## src/rtl/lsu_pkg.sv

```systemverilog
// Shared load/store-unit definitions: access size encodings, FSM states and
// alignment classification helpers.
package lsu_pkg;

    localparam int unsigned LSU_ADDR_W = 32;
    localparam int unsigned LSU_DATA_W = 32;

    localparam logic [1:0] LSU_SIZE_BYTE = 2'b00;
    localparam logic [1:0] LSU_SIZE_HALF = 2'b01;
    localparam logic [1:0] LSU_SIZE_WORD = 2'b10;
    localparam logic [1:0] LSU_SIZE_RSVD = 2'b11;

    typedef enum logic [2:0] {
        IDLE = 3'd0,
        RD0  = 3'd1,
        GAP  = 3'd2,
        RD1  = 3'd3,
        RESP = 3'd4
    } lsu_state_e;

    // Access not naturally aligned for its size.
    function automatic logic lsu_misaligned(input logic [1:0] size, input logic [1:0] off);
        return ((size == LSU_SIZE_HALF) && off[0]) ||
               ((size == LSU_SIZE_WORD) && (off != 2'b00));
    endfunction

    // Access spills into the next word.
    function automatic logic lsu_crosses(input logic [1:0] size, input logic [1:0] off);
        return ((size == LSU_SIZE_HALF) && (off == 2'b11)) ||
               ((size == LSU_SIZE_WORD) && (off != 2'b00));
    endfunction

endpackage

```

## src/rtl/load_ctrl_if.sv

```systemverilog
// Core request, load-unit and writeback signals of load_ctrl.
interface load_ctrl_if #(
    parameter int unsigned TAG_W = 5
);
    import lsu_pkg::*;

    logic                  req_valid_i;
    logic                  req_ready_o;
    logic [LSU_ADDR_W-1:0] req_addr_i;
    logic [1:0]            req_size_i;
    logic                  req_unsigned_i;
    logic [TAG_W-1:0]      req_tag_i;

    logic                  lu_read_o;
    logic [LSU_ADDR_W-1:0] lu_addr_o;
    logic                  lu_valid_i;
    logic [LSU_DATA_W-1:0] lu_data_i;

    logic                  wb_valid_o;
    logic                  wb_ready_i;
    logic [LSU_DATA_W-1:0] wb_data_o;
    logic [TAG_W-1:0]      wb_tag_o;
    logic                  wb_err_o;

    modport slave (
        input  req_valid_i, req_addr_i, req_size_i, req_unsigned_i, req_tag_i,
        input  lu_valid_i, lu_data_i, wb_ready_i,
        output req_ready_o, lu_read_o, lu_addr_o,
        output wb_valid_o, wb_data_o, wb_tag_o, wb_err_o
    );

    modport master (
        output req_valid_i, req_addr_i, req_size_i, req_unsigned_i, req_tag_i,
        output lu_valid_i, lu_data_i, wb_ready_i,
        input  req_ready_o, lu_read_o, lu_addr_o,
        input  wb_valid_o, wb_data_o, wb_tag_o, wb_err_o
    );

endinterface

```

## src/rtl/load_align.sv

```systemverilog
// Combinational load result extraction: byte-shift the {hi,lo} word pair and
// sign/zero-extend to 32 bits.
module load_align
    import lsu_pkg::*;
(
    input  logic [LSU_DATA_W-1:0] i_lo,
    input  logic [LSU_DATA_W-1:0] i_hi,
    input  logic [1:0]            i_off,
    input  logic [1:0]            i_size,
    input  logic                  i_unsigned,
    output logic [LSU_DATA_W-1:0] o_data
);

    logic [LSU_DATA_W-1:0] w_win;

    assign w_win = 32'({i_hi, i_lo} >> {i_off, 3'b000});

    always_comb begin
        o_data = '0;
        case (i_size)
            LSU_SIZE_BYTE: o_data = i_unsigned ? {24'd0, w_win[7:0]}
                                               : {{24{w_win[7]}}, w_win[7:0]};
            LSU_SIZE_HALF: o_data = i_unsigned ? {16'd0, w_win[15:0]}
                                               : {{16{w_win[15]}}, w_win[15:0]};
            LSU_SIZE_WORD: o_data = w_win;
            default:       o_data = '0;
        endcase
    end

endmodule

```

## src/rtl/load_ctrl.sv

```systemverilog
// Single-outstanding load controller with alignment/extension and writeback.
// Define LOAD_MISALIGN_EN to serve misaligned loads (two reads when crossing a word).
module load_ctrl
    import lsu_pkg::*;
#(
    parameter int unsigned TAG_W = 5
) (
    input  logic       clk,
    input  logic       rst_i,
    load_ctrl_if.slave bus
);

    lsu_state_e r_state, w_next;

    logic [1:0]            r_off;
    logic [1:0]            r_size;
    logic                  r_unsigned;
    logic                  r_cross;
    logic [TAG_W-1:0]      r_tag;
    logic [LSU_DATA_W-1:0] r_lo;
    logic                  r_lu_read;
    logic [LSU_ADDR_W-1:0] r_lu_addr;
    logic                  r_wb_valid;
    logic [LSU_DATA_W-1:0] r_wb_data;
    logic [TAG_W-1:0]      r_wb_tag;
    logic                  r_wb_err;

    logic                  w_hs;
    logic                  w_bad;
    logic                  w_cross;
    logic [LSU_DATA_W-1:0] w_lo;
    logic [LSU_DATA_W-1:0] w_hi;
    logic [LSU_DATA_W-1:0] w_ext;

    assign w_hs = bus.req_valid_i && (r_state == IDLE);

`ifdef LOAD_MISALIGN_EN
    assign w_bad   = (bus.req_size_i == LSU_SIZE_RSVD);
    assign w_cross = lsu_crosses(bus.req_size_i, bus.req_addr_i[1:0]);
`else
    assign w_bad   = (bus.req_size_i == LSU_SIZE_RSVD) ||
                     lsu_misaligned(bus.req_size_i, bus.req_addr_i[1:0]);
    assign w_cross = 1'b0;
`endif

    // In RD1 the live bus word is the upper half of the pair.
    assign w_lo = (r_state == RD1) ? r_lo : bus.lu_data_i;
    assign w_hi = (r_state == RD1) ? bus.lu_data_i : '0;

    load_align u_align (
        .i_lo       (w_lo),
        .i_hi       (w_hi),
        .i_off      (r_off),
        .i_size     (r_size),
        .i_unsigned (r_unsigned),
        .o_data     (w_ext)
    );

    always_ff @(posedge clk or posedge rst_i) begin
        if (rst_i) r_state <= IDLE;
        else       r_state <= w_next;
    end

    always_comb begin
        w_next = r_state;
        case (r_state)
            IDLE:    if (bus.req_valid_i) w_next = w_bad ? RESP : RD0;
            RD0:     if (bus.lu_valid_i)  w_next = r_cross ? GAP : RESP;
            GAP:     w_next = RD1;
            RD1:     if (bus.lu_valid_i)  w_next = RESP;
            RESP:    if (bus.wb_ready_i)  w_next = IDLE;
            default: w_next = IDLE;
        endcase
    end

    // Request capture, bus address and registered writeback payload.
    always_ff @(posedge clk or posedge rst_i) begin
        if (rst_i) begin
            r_off      <= '0;
            r_size     <= '0;
            r_unsigned <= 1'b0;
            r_cross    <= 1'b0;
            r_tag      <= '0;
            r_lo       <= '0;
            r_lu_read  <= 1'b0;
            r_lu_addr  <= '0;
            r_wb_valid <= 1'b0;
            r_wb_data  <= '0;
            r_wb_tag   <= '0;
            r_wb_err   <= 1'b0;
        end else begin
            r_lu_read <= (w_next == RD0) || (w_next == RD1);
            if (w_hs) begin
                r_off      <= bus.req_addr_i[1:0];
                r_size     <= bus.req_size_i;
                r_unsigned <= bus.req_unsigned_i;
                r_cross    <= w_cross;
                r_tag      <= bus.req_tag_i;
                r_lu_addr  <= {bus.req_addr_i[LSU_ADDR_W-1:2], 2'b00};
            end
            if ((r_state == RD0) && bus.lu_valid_i) r_lo <= bus.lu_data_i;
            if (r_state == GAP) r_lu_addr <= r_lu_addr + 32'd4;
            if ((w_next == RESP) && (r_state != RESP)) begin
                r_wb_valid <= 1'b1;
                r_wb_err   <= (r_state == IDLE);
                r_wb_tag   <= (r_state == IDLE) ? bus.req_tag_i : r_tag;
                r_wb_data  <= (r_state == IDLE) ? '0 : w_ext;
            end else if ((r_state == RESP) && bus.wb_ready_i) begin
                r_wb_valid <= 1'b0;
            end
        end
    end

    assign bus.req_ready_o = (r_state == IDLE);
    assign bus.lu_read_o   = r_lu_read;
    assign bus.lu_addr_o   = r_lu_addr;
    assign bus.wb_valid_o  = r_wb_valid;
    assign bus.wb_data_o   = r_wb_data;
    assign bus.wb_tag_o    = r_wb_tag;
    assign bus.wb_err_o    = r_wb_err;

endmodule

```

## src/flat_wrapper.sv

```systemverilog
// flat-port wrapper written by rule: the top's interface ports become plain ports
module load_ctrl_flat import lsu_pkg::*;
#(
    parameter int unsigned TAG_W = 5
)
  (clk, rst_i, bus_req_valid_i, bus_req_addr_i, bus_req_size_i, bus_req_unsigned_i, bus_req_tag_i, bus_lu_valid_i, bus_lu_data_i, bus_wb_ready_i, bus_req_ready_o, bus_lu_read_o, bus_lu_addr_o, bus_wb_valid_o, bus_wb_data_o, bus_wb_tag_o, bus_wb_err_o);
  load_ctrl_if #(.TAG_W(TAG_W)) bus_i ();
  input  logic clk;
  input  logic rst_i;
  input wire logic [$bits(bus_i.req_valid_i)-1:0] bus_req_valid_i;
  input wire logic [$bits(bus_i.req_addr_i)-1:0] bus_req_addr_i;
  input wire logic [$bits(bus_i.req_size_i)-1:0] bus_req_size_i;
  input wire logic [$bits(bus_i.req_unsigned_i)-1:0] bus_req_unsigned_i;
  input wire logic [$bits(bus_i.req_tag_i)-1:0] bus_req_tag_i;
  input wire logic [$bits(bus_i.lu_valid_i)-1:0] bus_lu_valid_i;
  input wire logic [$bits(bus_i.lu_data_i)-1:0] bus_lu_data_i;
  input wire logic [$bits(bus_i.wb_ready_i)-1:0] bus_wb_ready_i;
  output wire logic [$bits(bus_i.req_ready_o)-1:0] bus_req_ready_o;
  output wire logic [$bits(bus_i.lu_read_o)-1:0] bus_lu_read_o;
  output wire logic [$bits(bus_i.lu_addr_o)-1:0] bus_lu_addr_o;
  output wire logic [$bits(bus_i.wb_valid_o)-1:0] bus_wb_valid_o;
  output wire logic [$bits(bus_i.wb_data_o)-1:0] bus_wb_data_o;
  output wire logic [$bits(bus_i.wb_tag_o)-1:0] bus_wb_tag_o;
  output wire logic [$bits(bus_i.wb_err_o)-1:0] bus_wb_err_o;
  assign bus_i.req_valid_i = bus_req_valid_i;
  assign bus_i.req_addr_i = bus_req_addr_i;
  assign bus_i.req_size_i = bus_req_size_i;
  assign bus_i.req_unsigned_i = bus_req_unsigned_i;
  assign bus_i.req_tag_i = bus_req_tag_i;
  assign bus_i.lu_valid_i = bus_lu_valid_i;
  assign bus_i.lu_data_i = bus_lu_data_i;
  assign bus_i.wb_ready_i = bus_wb_ready_i;
  assign bus_req_ready_o = bus_i.req_ready_o;
  assign bus_lu_read_o = bus_i.lu_read_o;
  assign bus_lu_addr_o = bus_i.lu_addr_o;
  assign bus_wb_valid_o = bus_i.wb_valid_o;
  assign bus_wb_data_o = bus_i.wb_data_o;
  assign bus_wb_tag_o = bus_i.wb_tag_o;
  assign bus_wb_err_o = bus_i.wb_err_o;
  load_ctrl #(.TAG_W(TAG_W)) u_core (.clk(clk), .rst_i(rst_i), .bus(bus_i));
endmodule
```

## config.mk

```make
export PLATFORM = sky130hd
export DESIGN_NAME = load_ctrl_flat
export DESIGN_NICKNAME = d
export VERILOG_FILES = /design/src/rtl/lsu_pkg.sv /design/src/rtl/load_ctrl_if.sv /design/src/rtl/load_align.sv /design/src/rtl/load_ctrl.sv /design/src/flat_wrapper.sv
export SDC_FILE = /design/constraint.sdc
export NUM_CORES = 1
export LEC_CHECK = 0
export ABC_AREA = 0
export BUFFER_PORTS_ARGS = -buffer_cell sky130_fd_sc_hd__buf_2
export CAP_MARGIN = 20
export CORE_ASPECT_RATIO = 1.1
export CORE_MARGIN = 3
export CORE_UTILIZATION = 45
export CTS_BUF_LIST = sky130_fd_sc_hd__clkbuf_2
export DETAILED_ROUTE_END_ITERATION = 10
export PLACE_DENSITY = 0.71
export REMOVE_ABC_BUFFERS = 1
export SLEW_MARGIN = 25
export SYNTH_ARGS = -nofsm -noshare
export SYNTH_HDL_FRONTEND = slang
export SYNTH_HIERARCHICAL = 1
export SYNTH_SLANG_ARGS = --single-unit
export TNS_END_PERCENT = 10
```

## constraint.sdc

```tcl
create_clock -name clk -period 5.68 [get_ports clk]
set_input_delay 1.136 -clock clk [delete_from_list [all_inputs] [get_ports clk]]
set_output_delay 1.136 -clock clk [all_outputs]
set_load 0.1 [all_outputs]
```

==> results of run 1 <==
==> state kept, by name, indices dropped and copies added (netlist names), 2 cells and up <==
name / flops
u_core/bus.lu_addr_o: 30
u_core/r_size: 2
u_core/bus.wb_tag_o: 5
u_core/bus.wb_data_o: 32
u_core/r_tag: 5
u_core/r_state: 3
u_core/r_lo: 32
u_core/r_off: 2
==> worst max-delay path: stages, from the launching register on <==
cell	delay [ns]
dfrtp_1	0.59
nand2b_1	0.30
nor2_4	0.55
buf_4	0.41
mux2_2	0.42
mux2_4	0.28
a32oi_4	0.62
a31oi_1	0.19
a22o_1	0.24
==> cells in the final DEF (no fill, tap or decap), types with 10 or more instances in the layout <==
cell,instances
nor3_1,11
nor2_1,30
nand2_1,87
a31oi_2,10
and2_1,29
clkbuf_2,22
nand3_1,10
buf_2,147
mux2_2,64
mux4_2,30
dfrtp_1,114
a22o_1,32
a21oi_1,17
o21ai_0,10
==> worst max path at each step <==
stage                                      from                              endpoint  slack (ns)  cells past startpoint
floorplan                                 rst_i  u_core/bus.lu_addr_o[10]$_DFFE_PP0P_        1.50                      1
global placement    u_core/r_state[2]$_DFF_PP0_  u_core/bus.wb_data_o[18]$_DFFE_PP0P_        2.18                      8
detailed placement  u_core/r_state[2]$_DFF_PP0_  u_core/bus.wb_data_o[19]$_DFFE_PP0P_        1.96                      8
CTS                 u_core/r_state[2]$_DFF_PP0_  u_core/bus.wb_data_o[30]$_DFFE_PP0P_        1.95                      8
global route        u_core/r_state[2]$_DFF_PP0_  u_core/bus.wb_data_o[19]$_DFFE_PP0P_        1.74                      8
finish              u_core/r_state[2]$_DFF_PP0_  u_core/bus.wb_data_o[16]$_DFFE_PP0P_        1.97                      8
==> stage by stage <==
step | setup WS, ns | cells
floorplan | 1.50 | 568
global placement | 2.18 | 915
detailed placement | 1.96 | 915
CTS | 1.95 | 946
global route | 1.74 | 947
finish | 1.97 | 947
==> layout make-up <==
cell class,instances,area share
multi-input combinational,448,0.475
sequential,115,0.366
timing repair buffer,156,0.104
tap,192,0.0305
clock buffer,22,0.0140
clock inverter,9,0.00826
inverter,5,0.00270
==> per-layer routing <==
layer	vias to the layer above	track usage	share of wire
li1	2567	-	-
met5	-	0	0
met1	2776	0.277	0.42
met2	205	0.357	0.50
met3	33	0.0574	0.064
met4	0	0.0816	0.022
==> results_tabular.tex, run 1 <==
\begin{tabular}{lr}
\hline
Metric & Value \\
\hline
\multicolumn{2}{l}{\textbf{Timing}} \\
\quad Setup repair after global routing missed its margin & false \\
\quad Final worst path period need & 3.71 ns \\
\quad Total count of hold-check failures in the final report & 0 \\
\quad Setup TNS & 0 ns \\
\quad Maximum operating frequency & 0.269 GHz \\
\quad Setup violators final & 0 \\
\quad Max\_slew headroom & 0.421 \\
\quad Ratio of final minimum period to clock period & 0.654 \\
\quad Final setup skew & 0.0258 ns \\
\quad Pins over their slew limit & 0 \\
\quad WHS & 0.494 ns \\
\quad Tightest Pin Transition & 0.869 ns \\
\multicolumn{2}{l}{\textbf{Logic synthesis}} \\
\quad Yosys synthesis warning count & 6 \\
\quad Cells after Synth & 617 \\
\quad Post-synth design cell area & 6900 µm² \\
\quad Post-synthesis area per instance & 11.2 µm² \\
\multicolumn{2}{l}{\textbf{Layout}} \\
\quad Antenna Diode Count & 0 \\
\quad Area taken by multi-input logic gates & 3740 µm² \\
\quad Area of all placed cells without fillers & 7880 µm² \\
\quad Number of filler cells placed in the layout & 1,354 \\
\quad Post-layout utilization of the core & 0.535 \\
\quad Number of nets in the layout & 821 \\
\quad Layout cells sized above 1 & 0.417 \\
\quad Synthesis-to-finish area growth & 14.3\% \\
\quad Reg area & 2880 µm² \\
\multicolumn{2}{l}{\textbf{Floorplanning}} \\
\quad DIE HEIGHT & 136 µm \\
\quad Starting utilization of the core area & 0.468 \\
\quad Top-level port count & 150 \\
\quad Cell Rows & 46 \\
\quad Die ar. & 16,800 µm² \\
\quad Core outline area & 14,700 µm² \\
\quad Die extent in x & 124 µm \\
\multicolumn{2}{l}{\textbf{Placed design}} \\
\quad Placed cell areas & 7680 µm² \\
\quad HPWL after detailed placement & 12.4 mm \\
\quad Input/output buffers & 147 \\
\quad Gpl congestion & 0.822 \\
\multicolumn{2}{l}{\textbf{Job}} \\
\quad Max capacitance violation total & 0 \\
\multicolumn{2}{l}{\textbf{Routing}} \\
\quad Post-route DRC & 0 \\
\quad Via Count & 5,581 \\
\quad Number of antenna-violating nets in the routed design & 0 \\
\quad Routed len/inst & 19.0 µm \\
\quad Number of design-rule violations left by the first detailed-router iteration & 326 \\
\quad Routed vias/inst & 5.89 \\
\quad Final routed wirelength across all metal layers & 18.0 mm \\
\quad Router iterations before antenna repair & 5 \\
\multicolumn{2}{l}{\textbf{GRT}} \\
\quad Pin count of the biggest net entering global routing & 70 \\
\quad Total congestion overflow & 0 \\
\quad Via count of the first global-routing pass & 5,617 \\
\quad Total global routing track utilization & 0.218 \\
\quad Antenna violations before repair & 0 \\
\quad First-pass GRT wire length & 28.6 mm \\
\multicolumn{2}{l}{\textbf{Clock network}} \\
\quad Number of buffers added to fix hold violations after cts & 0 \\
\quad Clock root buffer & clkbuf\_2 \\
\quad Cells resized by post-CTS repair & 0 \\
\quad Sink count of the clock tree & 115 \\
\quad Clk\_lat worst skew & 0.69 ns \\
\quad Clock tree from TritonCTS & yes \\
\quad H-tree levels & 4 \\
\quad Longest Clk Path Bufs & 2 \\
\quad Post-CTS setup buffers & 0 \\
\quad Clock-pin transition on the worst setup and hold timing paths & 0.15 ns \\
\quad CTS buffer count & 17 \\
\multicolumn{2}{l}{\textbf{Outcome}} \\
\quad Status & finished clean \\
\multicolumn{2}{l}{\textbf{Worst setup path}} \\
\quad Worst setup path class & flop to flop \\
\quad Reg2reg start & u\_core/r\_state[2]\$\_DFF\_PP0\_ \\
\quad Data required time of the worst path & 6.26 ns \\
\quad Depth of the worst register-to-register path & 8 \\
\quad Worst EP arrival & 4.30 ns \\
\quad Element type at the critical path end & flop \\
\quad Element type at the critical path start & flop \\
\quad Minimum setup slack among reg-to-reg paths & 1.97 ns \\
\quad Top fanout value on the critical path & 31 \\
\quad Worst reg2reg path endpoint & u\_core/bus.wb\_data\_o[16]\$\_DFFE\_PP0P\_ \\
\multicolumn{2}{l}{\textbf{Min path}} \\
\quad Hold Path Depth & 2 \\
\quad Class of the worst hold path & flop to flop \\
\quad Worst-case hold path end point & u\_core/bus.wb\_tag\_o[2]\$\_DFFE\_PP0P\_ \\
\quad Startpoint of the worst hold path & u\_core/bus.wb\_tag\_o[2]\$\_DFFE\_PP0P\_ \\
\hline
\end{tabular}
Power of run 1 is not shown: default switching activity piles up to over one toggle a cycle in this logic, so the estimate is an artifact.
==> run 2, diff against run 1 <==
==> constraint.sdc (replaced) <==
create_clock -name clk -period 3.8 [get_ports clk]
set_input_delay 0.76 -clock clk [delete_from_list [all_inputs] [get_ports clk]]
set_output_delay 0.76 -clock clk [all_outputs]
set_load 0.1 [all_outputs]
==> run 2 against run 1 <==
Clock-buffer cell count is 3 lower. Final area is 1.5% higher. Cell count is 0.53% higher. Largest cell class unchanged. Highest routed layer unchanged. Setup slack worse by 1.4 ns. Register-to-register slack worse by 1.4 ns. Critical endpoint is now u_core/bus.wb_data_o[30]$_DFFE_PP0P_.
==> results_tabular.tex, run 2 (synthesis results as in run 1) <==
\begin{tabular}{lr}
\hline
Metric & Value \\
\hline
\multicolumn{2}{l}{\textbf{Outcome}} \\
\quad Status & finished clean \\
\multicolumn{2}{l}{\textbf{Placed design}} \\
\quad Input/output buffers & 147 (unchanged) \\
\quad HPWL after detailed placement & 12.4 mm (+0.38\%) \\
\quad Gpl congestion & 0.819 (-0.29\%) \\
\quad Placed Instances & 917 (+0.22\%) \\
\multicolumn{2}{l}{\textbf{Clock network}} \\
\quad CTS buffer count & 17 (unchanged) \\
\quad Clock tree from TritonCTS & yes \\
\quad Clk\_lat worst skew & 0.69 ns (about the same) \\
\quad H-tree levels & 4 (unchanged) \\
\quad Post-CTS setup buffers & 0 (unchanged) \\
\quad Sink count of the clock tree & 115 (unchanged) \\
\quad Longest Clk Path Bufs & 2 (unchanged) \\
\quad Clock-pin transition on the worst setup and hold timing paths & 0.18 ns (+0.03 ns) \\
\quad Clock root buffer & clkbuf\_2 \\
\multicolumn{2}{l}{\textbf{GRT}} \\
\quad First-pass GRT wire length & 28.6 mm (about the same) \\
\quad Routing layer with the top usage in global route & met2 \\
\quad Antenna violations before repair & 1 (+1) \\
\quad GRT met1 Usage & 0.279 (+0.00226) \\
\quad Met3 layer usage reported by global route & 0.0620 (+0.00458) \\
\quad Grt met2 use & 0.353 (-0.00361) \\
\quad Via count of the first global-routing pass & 5,640 (+0.41\%) \\
\quad Pin count of the biggest net entering global routing & 52 (-26\%) \\
\quad Total congestion overflow & 0 (unchanged) \\
\quad Total global routing track utilization & 0.218 (about the same) \\
\multicolumn{2}{l}{\textbf{Worst setup path}} \\
\quad Element type at the critical path end & flop \\
\quad Worst path slowest cell & a32oi\_4 \\
\quad Worst EP arrival & 3.85 ns (-0.45 ns) \\
\quad Element type at the critical path start & flop \\
\quad Worst-path cell chain & nand2b\_1 > nor2\_4 > buf\_4 > mux2\_2 > mux2\_4 > a32oi\_4 > a31oi\_1 > a22o\_1 \\
\quad Worst setup path class & flop to flop \\
\quad Crit-path max cell delay & 0.65 ns (+0.03 ns) \\
\quad Top fanout value on the critical path & 23 (-26\%) \\
\quad Depth of the worst register-to-register path & 8 (unchanged) \\
\quad Dominant delay contributor by cell family on the critical path & compound AO/OA/AOI/OAI gates \\
\quad Reg2reg start & u\_core/r\_state[2]\$\_DFF\_PP0\_ \\
\quad Critical path buffer and inverter count & 1 (unchanged) \\
\quad Minimum setup slack among reg-to-reg paths & 0.56 ns (-1.40 ns) \\
\quad Data required time of the worst path & 4.41 ns (-1.85 ns) \\
\quad Worst reg2reg path endpoint & u\_core/bus.wb\_data\_o[30]\$\_DFFE\_PP0P\_ \\
\multicolumn{2}{l}{\textbf{Timing}} \\
\quad Maximum operating frequency & 0.309 GHz (+15\%) \\
\quad Final worst path period need & 3.24 ns (-0.476 ns) \\
\quad Ratio of final minimum period to clock period & 0.852 (+0.198) \\
\quad Max\_slew headroom & 0.452 (+0.0311) \\
\quad Setup TNS & 0 ns (unchanged) \\
\quad Setup repair after global routing missed its margin & false \\
\quad Setup violators final & 0 (unchanged) \\
\quad Pins over their slew limit & 0 (unchanged) \\
\quad Tightest Pin Transition & 0.822 ns (-0.0467 ns) \\
\quad Total count of hold-check failures in the final report & 0 (unchanged) \\
\quad Final setup skew & 0.0253 ns (-0.000498 ns) \\
\multicolumn{2}{l}{\textbf{Min path}} \\
\quad Class of the worst hold path & input port to flop \\
\quad Worst-case hold path end point & u\_core/r\_state[2]\$\_DFF\_PP0\_ \\
\quad Hold Path Depth & 2 (unchanged) \\
\quad Startpoint of the worst hold path & bus\_wb\_ready\_i \\
\multicolumn{2}{l}{\textbf{Job}} \\
\quad Max capacitance violation total & 0 (unchanged) \\
\multicolumn{2}{l}{\textbf{Floorplanning}} \\
\quad Die ar. & 16,800 µm² (unchanged) \\
\quad Top-level port count & 150 (unchanged) \\
\quad Die extent in x & 124 µm (unchanged) \\
\quad Core outline area & 14,700 µm² (unchanged) \\
\quad Cell Rows & 46 (unchanged) \\
\quad Starting utilization of the core area & 0.468 (unchanged) \\
\quad DIE HEIGHT & 136 µm (unchanged) \\
\multicolumn{2}{l}{\textbf{Routing}} \\
\quad Number of design-rule violations left by the first detailed-router iteration & 370 (+13\%) \\
\quad Routed vias/inst & 5.84 (-0.86\%) \\
\quad Routed len/inst & 18.7 µm (-1.7\%) \\
\quad Via Count & 5,562 (-0.34\%) \\
\quad Router iterations before antenna repair & 5 (unchanged) \\
\quad Post-route DRC & 0 (unchanged) \\
\quad Number of antenna-violating nets in the routed design & 0 (unchanged) \\
\quad Final routed wirelength across all metal layers & 17.8 mm (-1.2\%) \\
\multicolumn{2}{l}{\textbf{Layout}} \\
\quad Number of filler cells placed in the layout & 1,350 (-0.30\%) \\
\quad Most frequent standard cell in the layout excluding fill and tap cells & buf\_2 \\
\quad Finished Layout Cells & 952 (+0.53\%) \\
\quad Most used cells in the layout excluding fill and tap cells & buf\_2 (147), dfrtp\_1 (114), nand2\_1 (87) \\
\quad Number of nets in the layout & 824 (+0.37\%) \\
\quad Layout cells sized above 1 & 0.419 (+0.00175) \\
\quad Synthesis-to-finish area growth & 16.0\% \\
\hline
\end{tabular}
[run 2: changes by cell type in the layout (fill, tap and decap cells not counted)]
cell / delta
clkinv_2: -1
bufinv_16: +3
buf_16: -1
dlygate4sd3_1: +1
clkinvlp_4: +2
buf_4: +1
buf_12: +2
diode_2: +1
clkbuf_2: -3
[run 2: repair_timing]
item | CTS | global route
resized for setup | 0 | 0
hold endpoints to repair | 3 | 0
hold buffers | 1 | 0
[run 2: layer usage]
| layer | vias to the layer above | routed length [µm] |
|---|---|---|
| met5 | - | 0 |
| met4 | 0 | 361 |
| met3 | 30 | 1120 |
| met2 | 198 | 8910 |
| met1 | 2760 | 7380 |
| li1 | 2574 | - |
[run 2: worst max-delay path by stage]
stage	from	end	slack, ns	cells past startpoint
floorplan	rst_i	u_core/bus.lu_addr_o[10]$_DFFE_PP0P_	-0.004	1
global placement	u_core/r_state[2]$_DFF_PP0_	u_core/bus.wb_data_o[18]$_DFFE_PP0P_	0.77	8
detailed placement	u_core/r_state[2]$_DFF_PP0_	u_core/bus.wb_data_o[30]$_DFFE_PP0P_	0.57	8
CTS	u_core/r_state[2]$_DFF_PP0_	u_core/bus.wb_data_o[30]$_DFFE_PP0P_	0.56	8
global route	u_core/r_state[2]$_DFF_PP0_	u_core/bus.wb_data_o[18]$_DFFE_PP0P_	0.41	8
finish	u_core/r_state[2]$_DFF_PP0_	u_core/bus.wb_data_o[30]$_DFFE_PP0P_	0.56	8
[run 2: stage by stage]
step | setup WS (ns) | util | instance area [µm²] | hold WS (ns)
2_1_floorplan | -0.00406 | - | 6620 | 0.445
3_3_place_gp | 0.765 | 0.523 | 7700 | 0.457
3_5_place_dp | 0.574 | 0.523 | 7700 | 0.466
4_1_cts | 0.560 | 0.541 | 7970 | 0.165
5_1_grt | 0.411 | 0.543 | 8000 | 0.180
6_report | 0.562 | 0.543 | 8000 | 0.247
[run 2: final cells by class]
cell class,instances,area [µm²],share of cell area
multi-input cells,448,3740,0.468
diodes,1,2.50,0.000313
repair buffers,159,853,0.107
clock inverters,13,165,0.0206
inverters,5,21.3,0.00266
clock buffers,19,95.1,0.0119
well taps,192,240,0.0300
flip-flops and latches,115,2880,0.360
[run 2: worst reg2reg max path: cells and delay by family, from the launching register on]
family / cells / cell delay, ns
compound gates: 3 / 1.12
mux: 2 / 0.66
flops: 1 / 0.59
simple gates: 2 / 0.48
buf+inv: 1 / 0.29
Power of run 2 is left out for the same reason.
==> run 3, diff against run 2 <==
--- a/config.mk
+++ b/config.mk
@@ -13,11 +13,10 @@
 export CORE_UTILIZATION = 45
 export CTS_BUF_LIST = sky130_fd_sc_hd__clkbuf_2
 export DETAILED_ROUTE_END_ITERATION = 10
-export PLACE_DENSITY = 0.71
+export PLACE_DENSITY = 0.72
 export REMOVE_ABC_BUFFERS = 1
 export SLEW_MARGIN = 25
 export SYNTH_ARGS = -nofsm -noshare
 export SYNTH_HDL_FRONTEND = slang
-export SYNTH_HIERARCHICAL = 1
 export SYNTH_SLANG_ARGS = --single-unit
 export TNS_END_PERCENT = 10
==> run 3 against run 2 <==
Hold slack lost 0.020 ns. Maximum frequency grew 14%. Register-to-register slack gained 0.48 ns. Via count grew 5.5%. Area after synthesis shrank 6.2%. Non-clock buffer count shrank 1. Clock skew grew 0.0097 ns. Wire length grew 4.4%. Global-route usage grew 1.4 points. Synthesized cell count grew 3.1%.
==> results_tabular.tex, run 3 <==
\begin{tabular}{lr}
\hline
Metric & Value \\
\hline
\multicolumn{2}{l}{\textbf{Outcome}} \\
\quad Status & finished clean \\
\multicolumn{2}{l}{\textbf{Logic synthesis}} \\
\quad Sequential area share after synthesis & 0.445 \\
\quad Total of flip-flops plus latches after synthesis & 115 \\
\quad Top cell type by total area after synthesis & dfrtp\_1 \\
\quad Yosys synthesis warning count & 0 (-6) \\
\quad Most instantiated library cell after synthesis & dfrtp\_1 \\
\quad Cells after Synth & 636 (+3.1\%) \\
\quad Share of flip-flops with an asynchronous set or reset & 1.00 \\
\quad Top FF cell, synth & dfrtp\_1 \\
\quad Post-synthesis area per instance & 10.2 µm² (-9.0\%) \\
\quad Number of synthesized flops with an enable pin & 0 \\
\quad Cell variety after synth & 61 \\
\quad Post-synth design cell area & 6470 µm² (-6.2\%) \\
\quad Largest cells by area after synthesis & dfrtp\_1 (44\%), mux2i\_1 (8.5\%), mux2\_2 (7.5\%), nand2\_1 (6.6\%), a222oi\_1 (2.2\%) \\
\quad Commonest cells post-synth & dfrtp\_1 (115), nand2\_1 (114), mux2i\_1 (55), mux2\_2 (43) \\
\quad Area fraction of the dominant cell type after synthesis & 0.445 \\
\multicolumn{2}{l}{\textbf{Clock network}} \\
\quad Clock-pin transition on the worst setup and hold timing paths & 0.17 ns (about the same) \\
\quad Clock tree from TritonCTS & yes \\
\quad CTS buffer count & 17 (unchanged) \\
\quad Post-CTS setup buffers & 0 (unchanged) \\
\quad Clock root buffer & clkbuf\_2 \\
\quad Clk\_lat worst skew & 0.67 ns (-0.02 ns) \\
\quad Longest Clk Path Bufs & 2 (unchanged) \\
\quad Sink count of the clock tree & 115 (unchanged) \\
\quad Cells resized by post-CTS repair & 0 (unchanged) \\
\quad H-tree levels & 4 (unchanged) \\
\quad Number of buffers added to fix hold violations after cts & 0 (-1) \\
\multicolumn{2}{l}{\textbf{Job}} \\
\quad Max capacitance violation total & 0 (unchanged) \\
\multicolumn{2}{l}{\textbf{Layout}} \\
\quad Area taken by multi-input logic gates & 3350 µm² (-10\%) \\
\quad Antenna Diode Count & 0 (-1) \\
\quad Number of filler cells placed in the layout & 1,300 (-3.7\%) \\
\quad Most used cells in the layout excluding fill and tap cells & buf\_2 (147), nand2\_1 (114), dfrtp\_1 (113) \\
\quad Finished Layout Cells & 970 (+1.9\%) \\
\quad Number of nets in the layout & 848 (+2.9\%) \\
\quad Synthesis-to-finish area growth & 15.5\% \\
\quad Reg area & 2880 µm² (about the same) \\
\quad Layout cells sized above 1 & 0.322 (-0.0967) \\
\quad Most frequent standard cell in the layout excluding fill and tap cells & buf\_2 \\
\quad Area of all placed cells without fillers & 7470 µm² (-6.6\%) \\
\multicolumn{2}{l}{\textbf{Worst setup path}} \\
\quad Worst EP arrival & 2.08 ns (-1.77 ns) \\
\quad Top fanout value on the critical path & 13 (-43\%) \\
\quad Data required time of the worst path & 3.04 ns (-1.37 ns) \\
\quad Element type at the critical path end & output pin \\
\quad Worst setup path class & flop to output pin \\
\quad Element type at the critical path start & flop \\
\multicolumn{2}{l}{\textbf{Placed design}} \\
\quad HPWL after detailed placement & 13.1 mm (+5.0\%) \\
\quad Input/output buffers & 147 (unchanged) \\
\quad Placed Instances & 939 (+2.4\%) \\
\quad Placed cell areas & 7320 µm² (-5.0\%) \\
\quad Worst-case setup slack after placement & 1.03 ns (+0.453 ns) \\
\quad Gpl congestion & 0.915 (+12\%) \\
\multicolumn{2}{l}{\textbf{Floorplanning}} \\
\quad Starting utilization of the core area & 0.463 (-0.00472) \\
\quad DIE HEIGHT & 132 µm (-3.0\%) \\
\quad Core outline area & 14,000 µm² (-5.2\%) \\
\quad Die extent in x & 120 µm (-3.0\%) \\
\quad Cell Rows & 45 (-2.2\%) \\
\quad Top-level port count & 150 (unchanged) \\
\quad Die ar. & 15,900 µm² (-5.9\%) \\
\multicolumn{2}{l}{\textbf{GRT}} \\
\quad Pin count of the biggest net entering global routing & 64 (+23\%) \\
\quad Total congestion overflow & 0 (unchanged) \\
\quad Total global routing track utilization & 0.232 (+0.0138) \\
\quad Antenna violations before repair & 2 (+1) \\
\quad First-pass GRT wire length & 29.5 mm (+3.1\%) \\
\quad Via count of the first global-routing pass & 5,779 (+2.5\%) \\
\multicolumn{2}{l}{\textbf{Routing}} \\
\quad Via Count & 5,870 (+5.5\%) \\
\quad Routed len/inst & 19.1 µm (+2.5\%) \\
\quad Routed vias/inst & 6.05 (+3.6\%) \\
\quad Router iterations before antenna repair & 6 (+1) \\
\quad Post-route DRC & 0 (unchanged) \\
\quad Number of antenna-violating nets in the routed design & 0 (unchanged) \\
\quad Final routed wirelength across all metal layers & 18.6 mm (+4.4\%) \\
\quad Number of design-rule violations left by the first detailed-router iteration & 687 (+86\%) \\
\multicolumn{2}{l}{\textbf{Timing}} \\
\quad Setup TNS & 0 ns (unchanged) \\
\quad Final worst path period need & 2.84 ns (-0.396 ns) \\
\quad Total count of hold-check failures in the final report & 0 (unchanged) \\
\quad Setup repair after global routing missed its margin & false \\
\quad Final setup skew & 0.0350 ns (+0.00971 ns) \\
\quad Tightest Pin Transition & 0.926 ns (+0.103 ns) \\
\quad Maximum operating frequency & 0.352 GHz (+14\%) \\
\quad Setup violators final & 0 (unchanged) \\
\quad Pins over their slew limit & 0 (unchanged) \\
\quad Max\_slew headroom & 0.378 (-0.0737) \\
\quad Ratio of final minimum period to clock period & 0.748 (-0.104) \\
\quad Min setup slack post-route & 0.958 ns (+0.396 ns) \\
\multicolumn{2}{l}{\textbf{Min path}} \\
\quad Class of the worst hold path & input port to async pin \\
\hline
\end{tabular}
## run 3: critical path, stage by stage, from the launching register on
cell     delay (ns)
dfrtp_1        0.58
nor3_1         0.33
buf_2          0.50
## run 3: metal layers
metal	track usage	up-vias	share of wire
met5	0	-	0.0011
met4	0.0674	4	0.017
met3	0.0798	33	0.097
met2	0.371	304	0.48
met1	0.299	2862	0.40
li1	-	2667	-
## run 3: layout make-up
cell class	count	area share
multi-input cells	468	0.448
flip-flops and latches	115	0.385
repair buffers	158	0.110
well taps	188	0.0315
clock buffers	21	0.0141
clock inverters	10	0.00603
inverters	10	0.00536
## run 3: worst paths after layout
path                                                        start                                   end  slack (ns)  cells past startpoint
max in group asynchronous                                   rst_i  u_core.bus.lu_addr_o[23]$_DFFE_PP0P_        2.66                      3
worst max-delay path                  u_core.r_state[0]$_DFF_PP0_                       bus_req_ready_o        0.96                      2
worst max register to register        u_core.r_state[0]$_DFF_PP0_  u_core.bus.wb_data_o[25]$_DFFE_PP0P_        1.04                      5
worst min register to register  u_core.bus.wb_valid_o$_DFFE_PP0P_     u_core.bus.wb_valid_o$_DFFE_PP0P_        0.49                      2
worst min-delay path                                        rst_i           u_core.r_state[2]$_DFF_PP0_        0.23                      2
min in group clk                               bus_req_unsigned_i         u_core.r_unsigned$_DFFE_PP0P_        0.26                      3
## run 3: kinds of logic after synthesis
family | after synthesis | share of synthesized area
xor+xnor | 3 | 0.00406
simple gates | 227 | 0.180
mux | 103 | 0.176
compound gates | 132 | 0.154
other cells | 1 | 0.000580
flops | 115 | 0.445
buf+inv | 54 | 0.0391
fa+ha+maj | 1 | 0.00193
## run 3: stage by stage
stage / hold WS, ns / utilization
global route: 0.173 / 0.535
floorplan: 0.446 / -
global placement: 0.459 / 0.524
finish: 0.227 / 0.535
CTS: 0.203 / 0.535
detailed placement: 0.461 / 0.524
Power of run 3 is left out for the same reason.
